<file path="config.mk">
export PLATFORM = sky130hd
export DESIGN_NAME = axi_lite_mult_master
export DESIGN_NICKNAME = d
export VERILOG_FILES = /design/src/rtl/axi_lite_mult_master.sv
export SDC_FILE = /design/constraint.sdc
export NUM_CORES = 1
export LEC_CHECK = 0
export BUFFER_PORTS_ARGS = -buffer_cell sky130_fd_sc_hd__buf_2
export CORE_MARGIN = 2
export CORE_UTILIZATION = 45
export DETAILED_ROUTE_END_ITERATION = 10
export PLACE_DENSITY = 0.77
export SLEW_MARGIN = 20
export SYNTH_ARGS = -nofsm -noshare
export SYNTH_HDL_FRONTEND = slang
export SYNTH_SLANG_ARGS = --single-unit
</file>
<file path="constraint.sdc">
create_clock -name m1_axi_aclk -period 4.4 [get_ports m1_axi_aclk]
set_clock_uncertainty 0.1 [all_clocks]
set_input_delay 0.88 -clock m1_axi_aclk [delete_from_list [all_inputs] [get_ports m1_axi_aclk]]
set_output_delay 0.88 -clock m1_axi_aclk [all_outputs]
set_load 0.005 [all_outputs]
</file>
<file path="src/rtl/axi_lite_mult_master.sv">
// AXI-Lite master for the memory-mapped multiplier slave.
// For each start it writes operand A, then operand B, reads the result low word,
// then reads the overflow flag, and returns both with a one-cycle done pulse.
// Every bus state has its own watchdog, so a stuck slave cannot hang the master.
module axi_lite_mult_master #(
  parameter int unsigned DATA_WIDTH     = 32,
  parameter int unsigned ADDR_WIDTH     = 8,
  parameter int unsigned ADDR_A         = 0,
  parameter int unsigned ADDR_B         = 4,
  parameter int unsigned ADDR_RES       = 8,
  parameter int unsigned ADDR_OVF       = 12,
  parameter int unsigned TIMEOUT_CYCLES = 255
) (
  input  logic                    m1_axi_aclk,
  input  logic                    m1_axi_areset,
  // Local command / status port
  input  logic                    start,
  input  logic [DATA_WIDTH-1:0]   op_a,
  input  logic [DATA_WIDTH-1:0]   op_b,
  output logic                    busy,
  output logic                    done,
  output logic [DATA_WIDTH-1:0]   result,
  output logic                    overflow,
  output logic                    err,
  output logic                    timeout,
  // AXI-Lite write channels
  output logic [ADDR_WIDTH-1:0]   m1_axi_awaddr,
  output logic                    m1_axi_awvalid,
  input  logic                    m1_axi_awready,
  output logic [DATA_WIDTH-1:0]   m1_axi_wdata,
  output logic [DATA_WIDTH/8-1:0] m1_axi_wstrb,
  output logic                    m1_axi_wvalid,
  input  logic                    m1_axi_wready,
  input  logic                    m1_axi_bresp,
  input  logic                    m1_axi_bvalid,
  output logic                    m1_axi_bready,
  // AXI-Lite read channels
  output logic [ADDR_WIDTH-1:0]   m1_axi_araddr,
  output logic                    m1_axi_arvalid,
  input  logic                    m1_axi_arready,
  input  logic [DATA_WIDTH-1:0]   m1_axi_rdata,
  input  logic                    m1_axi_rresp,
  input  logic                    m1_axi_rvalid,
  output logic                    m1_axi_rready
);

  localparam logic [ADDR_WIDTH-1:0] AddrA   = ADDR_WIDTH'(ADDR_A);
  localparam logic [ADDR_WIDTH-1:0] AddrB   = ADDR_WIDTH'(ADDR_B);
  localparam logic [ADDR_WIDTH-1:0] AddrRes = ADDR_WIDTH'(ADDR_RES);
  localparam logic [ADDR_WIDTH-1:0] AddrOvf = ADDR_WIDTH'(ADDR_OVF);
  // The counter starts at 0 on state entry, so this value is the last cycle allowed.
  localparam logic [7:0]            CntLast = 8'(TIMEOUT_CYCLES - 1);

  typedef enum logic [2:0] {
    StIdle,
    StWrA,
    StWrB,
    StRdRes,
    StRdOvf,
    StFin
  } state_e;

  state_e state_q, state_d;

  logic                  awvalid_q, wvalid_q, bready_q, arvalid_q, rready_q;
  logic [ADDR_WIDTH-1:0] awaddr_q, araddr_q;
  logic [DATA_WIDTH-1:0] wdata_q, op_b_q, result_q;
  logic                  aw_done_q, w_done_q, ar_done_q;
  logic [7:0]            cnt_q;
  logic                  overflow_q, err_q, timeout_q;

  logic in_wr, in_rd, aw_ok, w_ok, b_hit, ar_ok, r_hit, expired;

  // A channel counts as complete if it finished earlier or completes this cycle,
  // which lets B (or R) be accepted in the same cycle as the last address/data handshake.
  always_comb begin
    in_wr   = (state_q == StWrA) || (state_q == StWrB);
    in_rd   = (state_q == StRdRes) || (state_q == StRdOvf);
    aw_ok   = aw_done_q || (awvalid_q && m1_axi_awready);
    w_ok    = w_done_q || (wvalid_q && m1_axi_wready);
    b_hit   = in_wr && bready_q && m1_axi_bvalid && aw_ok && w_ok;
    ar_ok   = ar_done_q || (arvalid_q && m1_axi_arready);
    r_hit   = in_rd && rready_q && m1_axi_rvalid && ar_ok;
    expired = (in_wr || in_rd) && (cnt_q == CntLast) && !b_hit && !r_hit;
  end

  // State register
  always_ff @(posedge m1_axi_aclk or posedge m1_axi_areset) begin
    if (m1_axi_areset) begin
      state_q <= StIdle;
    end else begin
      state_q <= state_d;
    end
  end

  // Next-state logic: advance on each completed access, or bail out to FIN on timeout
  always_comb begin
    state_d = state_q;
    unique case (state_q)
      StIdle:  if (start) state_d = StWrA;
      StWrA:   if (expired) state_d = StFin; else if (b_hit) state_d = StWrB;
      StWrB:   if (expired) state_d = StFin; else if (b_hit) state_d = StRdRes;
      StRdRes: if (expired) state_d = StFin; else if (r_hit) state_d = StRdOvf;
      StRdOvf: if (expired) state_d = StFin; else if (r_hit) state_d = StFin;
      StFin:   state_d = StIdle;
      default: state_d = StIdle;
    endcase
  end

  // Status outputs decoded from the state
  always_comb begin
    busy = (state_q != StIdle);
    done = (state_q == StFin);
  end

  // Bus channel registers, per-state watchdog and captured results
  always_ff @(posedge m1_axi_aclk or posedge m1_axi_areset) begin
    if (m1_axi_areset) begin
      awvalid_q  <= 1'b0;
      wvalid_q   <= 1'b0;
      bready_q   <= 1'b0;
      arvalid_q  <= 1'b0;
      rready_q   <= 1'b0;
      awaddr_q   <= '0;
      araddr_q   <= '0;
      wdata_q    <= '0;
      op_b_q     <= '0;
      result_q   <= '0;
      aw_done_q  <= 1'b0;
      w_done_q   <= 1'b0;
      ar_done_q  <= 1'b0;
      cnt_q      <= '0;
      overflow_q <= 1'b0;
      err_q      <= 1'b0;
      timeout_q  <= 1'b0;
    end else begin
      if (in_wr || in_rd) begin
        cnt_q <= cnt_q + 8'd1;
      end

      // Each valid drops once its own handshake is done and stays low for the state
      if (awvalid_q && m1_axi_awready) begin
        awvalid_q <= 1'b0;
        aw_done_q <= 1'b1;
      end
      if (wvalid_q && m1_axi_wready) begin
        wvalid_q <= 1'b0;
        w_done_q <= 1'b1;
      end
      if (arvalid_q && m1_axi_arready) begin
        arvalid_q <= 1'b0;
        ar_done_q <= 1'b1;
      end

      if (b_hit && !m1_axi_bresp) begin
        err_q <= 1'b1;
      end
      if (r_hit) begin
        if (state_q == StRdRes) result_q <= m1_axi_rdata;
        if (state_q == StRdOvf) overflow_q <= m1_axi_rdata[0];
        if (!m1_axi_rresp) err_q <= 1'b1;
      end
      if (expired) begin
        timeout_q <= 1'b1;
        err_q     <= 1'b1;
      end

      if ((state_q == StIdle) && start) begin
        op_b_q     <= op_b;
        result_q   <= '0;
        overflow_q <= 1'b0;
        err_q      <= 1'b0;
        timeout_q  <= 1'b0;
      end

      // State entry overrides the per-cycle updates above
      if (state_d != state_q) begin
        cnt_q     <= '0;
        aw_done_q <= 1'b0;
        w_done_q  <= 1'b0;
        ar_done_q <= 1'b0;
        awvalid_q <= 1'b0;
        wvalid_q  <= 1'b0;
        bready_q  <= 1'b0;
        arvalid_q <= 1'b0;
        rready_q  <= 1'b0;
        case (state_d)
          StWrA: begin
            awvalid_q <= 1'b1;
            wvalid_q  <= 1'b1;
            bready_q  <= 1'b1;
            awaddr_q  <= AddrA;
            wdata_q   <= op_a;
          end
          StWrB: begin
            awvalid_q <= 1'b1;
            wvalid_q  <= 1'b1;
            bready_q  <= 1'b1;
            awaddr_q  <= AddrB;
            wdata_q   <= op_b_q;
          end
          StRdRes: begin
            arvalid_q <= 1'b1;
            rready_q  <= 1'b1;
            araddr_q  <= AddrRes;
          end
          StRdOvf: begin
            arvalid_q <= 1'b1;
            rready_q  <= 1'b1;
            araddr_q  <= AddrOvf;
          end
          default: ;
        endcase
      end
    end
  end

  assign m1_axi_awaddr  = awaddr_q;
  assign m1_axi_awvalid = awvalid_q;
  assign m1_axi_wdata   = wdata_q;
  assign m1_axi_wstrb   = '1;
  assign m1_axi_wvalid  = wvalid_q;
  assign m1_axi_bready  = bready_q;
  assign m1_axi_araddr  = araddr_q;
  assign m1_axi_arvalid = arvalid_q;
  assign m1_axi_rready  = rready_q;
  assign result         = result_q;
  assign overflow       = overflow_q;
  assign err            = err_q;
  assign timeout        = timeout_q;

endmodule

</file>
==> results.json <==
{
  "row_count": 40,
  "overflow": 0,
  "setup-tns-final_ns": 0,
  "fin_crit_sh_pct": 70.9,
  "critPathTopFamily": "simple AND/OR/NAND/NOR gates",
  "critPathKind": "register to register",
  "async_reset_ff_share_pct": 100,
  "final_cell_area_mm2": 0.00710,
  "clkTransAtPathRegs_ns": 0.05,
  "wire_per_inst_um": 15.8,
  "cts_tree": "done",
  "status": "completed",
  "areaGrowthSynthToFinish_pct": 28.7,
  "ir_worst_vdd_mv": 0.297,
  "r2r-end": "m1_axi_wdata[17]",
  "final_max_slew_viol_count": 0,
  "fin_crit_ns": 3.12,
  "via_count": 4902,
  "first_iter_violations": 289,
  "r2r-start": "state_q[2]",
  "worst_pin_slew_ns": 0.985,
  "ios": 200,
  "holdPathEnd": "m1_axi_araddr[3]",
  "r2r_cells": 6,
  "drt-total-wl_um": 14500,
  "final_core_util_pct": 59.1,
  "cp.required_ns": 4.65,
  "grt_max_degree": 96,
  "whs_path_depth": 1,
  "final_antenna_net_count": 0,
  "antenna_found_initial": 0,
  "cts_resized": 0,
  "die_area_mm2": 0.0132,
  "crit_chain": "nand3b_1, or4_1, o2111ai_4, nor3b_4, buf_4, o221a_2",
  "nets": 862,
  "drive_gt1_share_pct": 34.7,
  "rsz0062_at_grt": "no",
  "antenna_cells": 0,
  "cts_buffer_depth": 2,
  "synthDistinctLibCells": 51,
  "drc": 0,
  "max_stage_delay_ns": 0.89,
  "start_kind": "register",
  "final_common_cell": "nand2_1",
  "drt-pass1-iter-count": 5,
  "synth_seq_cells": 121,
  "power.density_mw_per_mm2": 698,
  "cts_hold_buf": 0,
  "port_buffers": 182,
  "synth_warnings": 0,
  "core_mm2": 0.0120,
  "cts_post_setup_buffers_inserted": 0,
  "cts_root_buffer": "clkbuf_16",
  "synthCells": 583,
  "slew_headroom_pct": 34.3,
  "dpl_cell_area_mm2": 0.00647,
  "crit_path_top_delay_cell": "or4_1",
  "ys.flop_type": "dfrtp_1",
  "grt_pass1_vias": 4795,
  "grt_usage_pct": 22.1,
  "cts.sinks": 121,
  "cp_num_buf_inv": 1,
  "timing.fmax_mhz": 320,
  "path_depth": 6,
  "cap_violations": 0,
  "numCtsBuffers": 17,
  "finalHoldViolCount": 0,
  "crit_arrival_ns": 3.37,
  "finalSetupViolations": 0,
  "grt_pass1_wl_um": 23000,
  "ys_seq_area_share_pct": 54.9,
  "die_w_um": 115,
  "power_w": 0.00496,
  "clkLatencyLatePin_ns": 0.41,
  "power_leakage_nw": 3.66,
  "final_cell_mix": "nand2_1, buf_2, dfrtp_1, nand3_1, o22ai_1",
  "avgViaCountPerCell": 5.36,
  "start_util_pct": 45.9,
  "h-tree-depth": 4,
  "synth-edff-count": 0,
  "avgSynthCellArea_um2": 9.46,
  "hpwl_um": 9720,
  "layoutNonFillerInstCount": 914,
  "place_congestion": 0.862,
  "end_kind": "register",
  "worstHoldStart": "m1_axi_araddr[3]",
  "synthesis.area_mm2": 0.00552,
  "num-fill-cells": 1035,
  "rrSetupSlack_ns": 1.28,
  "die_y_um": 115,
  "dp_cells": 882,
  "critPathMaxFanout": 22,
  "hp-class": "register to register"
}
## cell usage after synthesis, types with 2 or more instances
cell type  instances  area (µm²)
nor2b_1            3        18.8
nand2_1          201         754
buf_6              4        45.0
clkbuf_1          26        97.6
nor3b_1            2        15.0
o221a_1            2        22.5
ha_1               2        25.0
a21oi_1           11        55.1
nand4_1            3        18.8
nor2_1            20        75.1
xnor2_1            4        35.0
inv_1              8        30.0
o22ai_1           34         213
a32oi_1            2        17.5
conb_1             2        7.51
nor3_1             4        20.0
buf_1              4        15.0
dfrtp_1          121        3030
buf_2              4        20.0
xor2_1             4        35.0
or3_1              2        12.5
nand3_1           35         175
o21ai_0            7        35.0
o221a_2           30         338
nand2b_1           4        25.0
a21o_1             3        22.5
buf_4             17         128
## per-stage QoR
| step | hold WS (ns) | worst slack, ns |
|---|---|---|
| global route | 0.398 | 1.11 |
| finish | 0.362 | 1.28 |
| floorplan | 0.346 | 0.206 |
| detailed placement | 0.354 | 0.888 |
| global placement | 0.357 | 1.02 |
| CTS | 0.370 | 1.27 |
## where the power goes
group	internal [W]	switching [W]
Clock	0.000975	0.000503
Combinational	0.000757	0.000815
Sequential	0.00157	0.000341
Total	0.00330	0.00166
## cells by family (layout without fill, tap and decap cells)
logic type | after synthesis | in the layout | synth area share [%]
simple gates | 284 | 284 | 21.8
flops | 121 | 121 | 54.9
compound gates | 102 | 102 | 15.2
buf+inv | 63 | 232 | 6.08
xor+xnor | 8 | 8 | 1.27
fa+ha+maj | 2 | 2 | 0.454
other cells | 2 | 17 | 0.136
mux | 1 | 1 | 0.204
## layout make-up
cell class	count	area, µm²	share of cell area [%]
Inverter	8	32.5	0.458
Sequential cell	121	3030	42.6
Timing Repair Buffer	192	998	14.1
Multi-Input combinational cell	414	2230	31.4
Clock inverter	12	173	2.43
Tap cell	147	184	2.59
Clock buffer	20	457	6.43
## per-layer routing
metal	up-vias	part of all wire (%)	GRT usage, %
met1	2375	43	29.7
met5	-	0	0
met2	180	48	34.4
li1	2316	-	-
met4	0	2.4	9.48
met3	31	6.1	5.40
## flip-flops by register name, summed over array words and instances, names as in the netlist, 2 cells and up
signal and count:
m1_axi_wdata 32, op_b_q 32, result 32, cnt_q 8, state_q 3, m1_axi_araddr 2
## worst max path at each step
stage,slack [ns],end,start
2_1_floorplan,0.21,ar_done_q,m1_axi_areset
4_1_cts,1.27,m1_axi_wdata[17],state_q[2]
3_3_place_gp,1.02,m1_axi_wdata[22],m1_axi_wready
5_1_grt,1.11,m1_axi_wdata[23],state_q[2]
3_5_place_dp,0.89,m1_axi_wdata[19],m1_axi_awready
6_report,1.28,m1_axi_wdata[17],state_q[2]
Note: power is estimated with default switching activity, not from simulation.
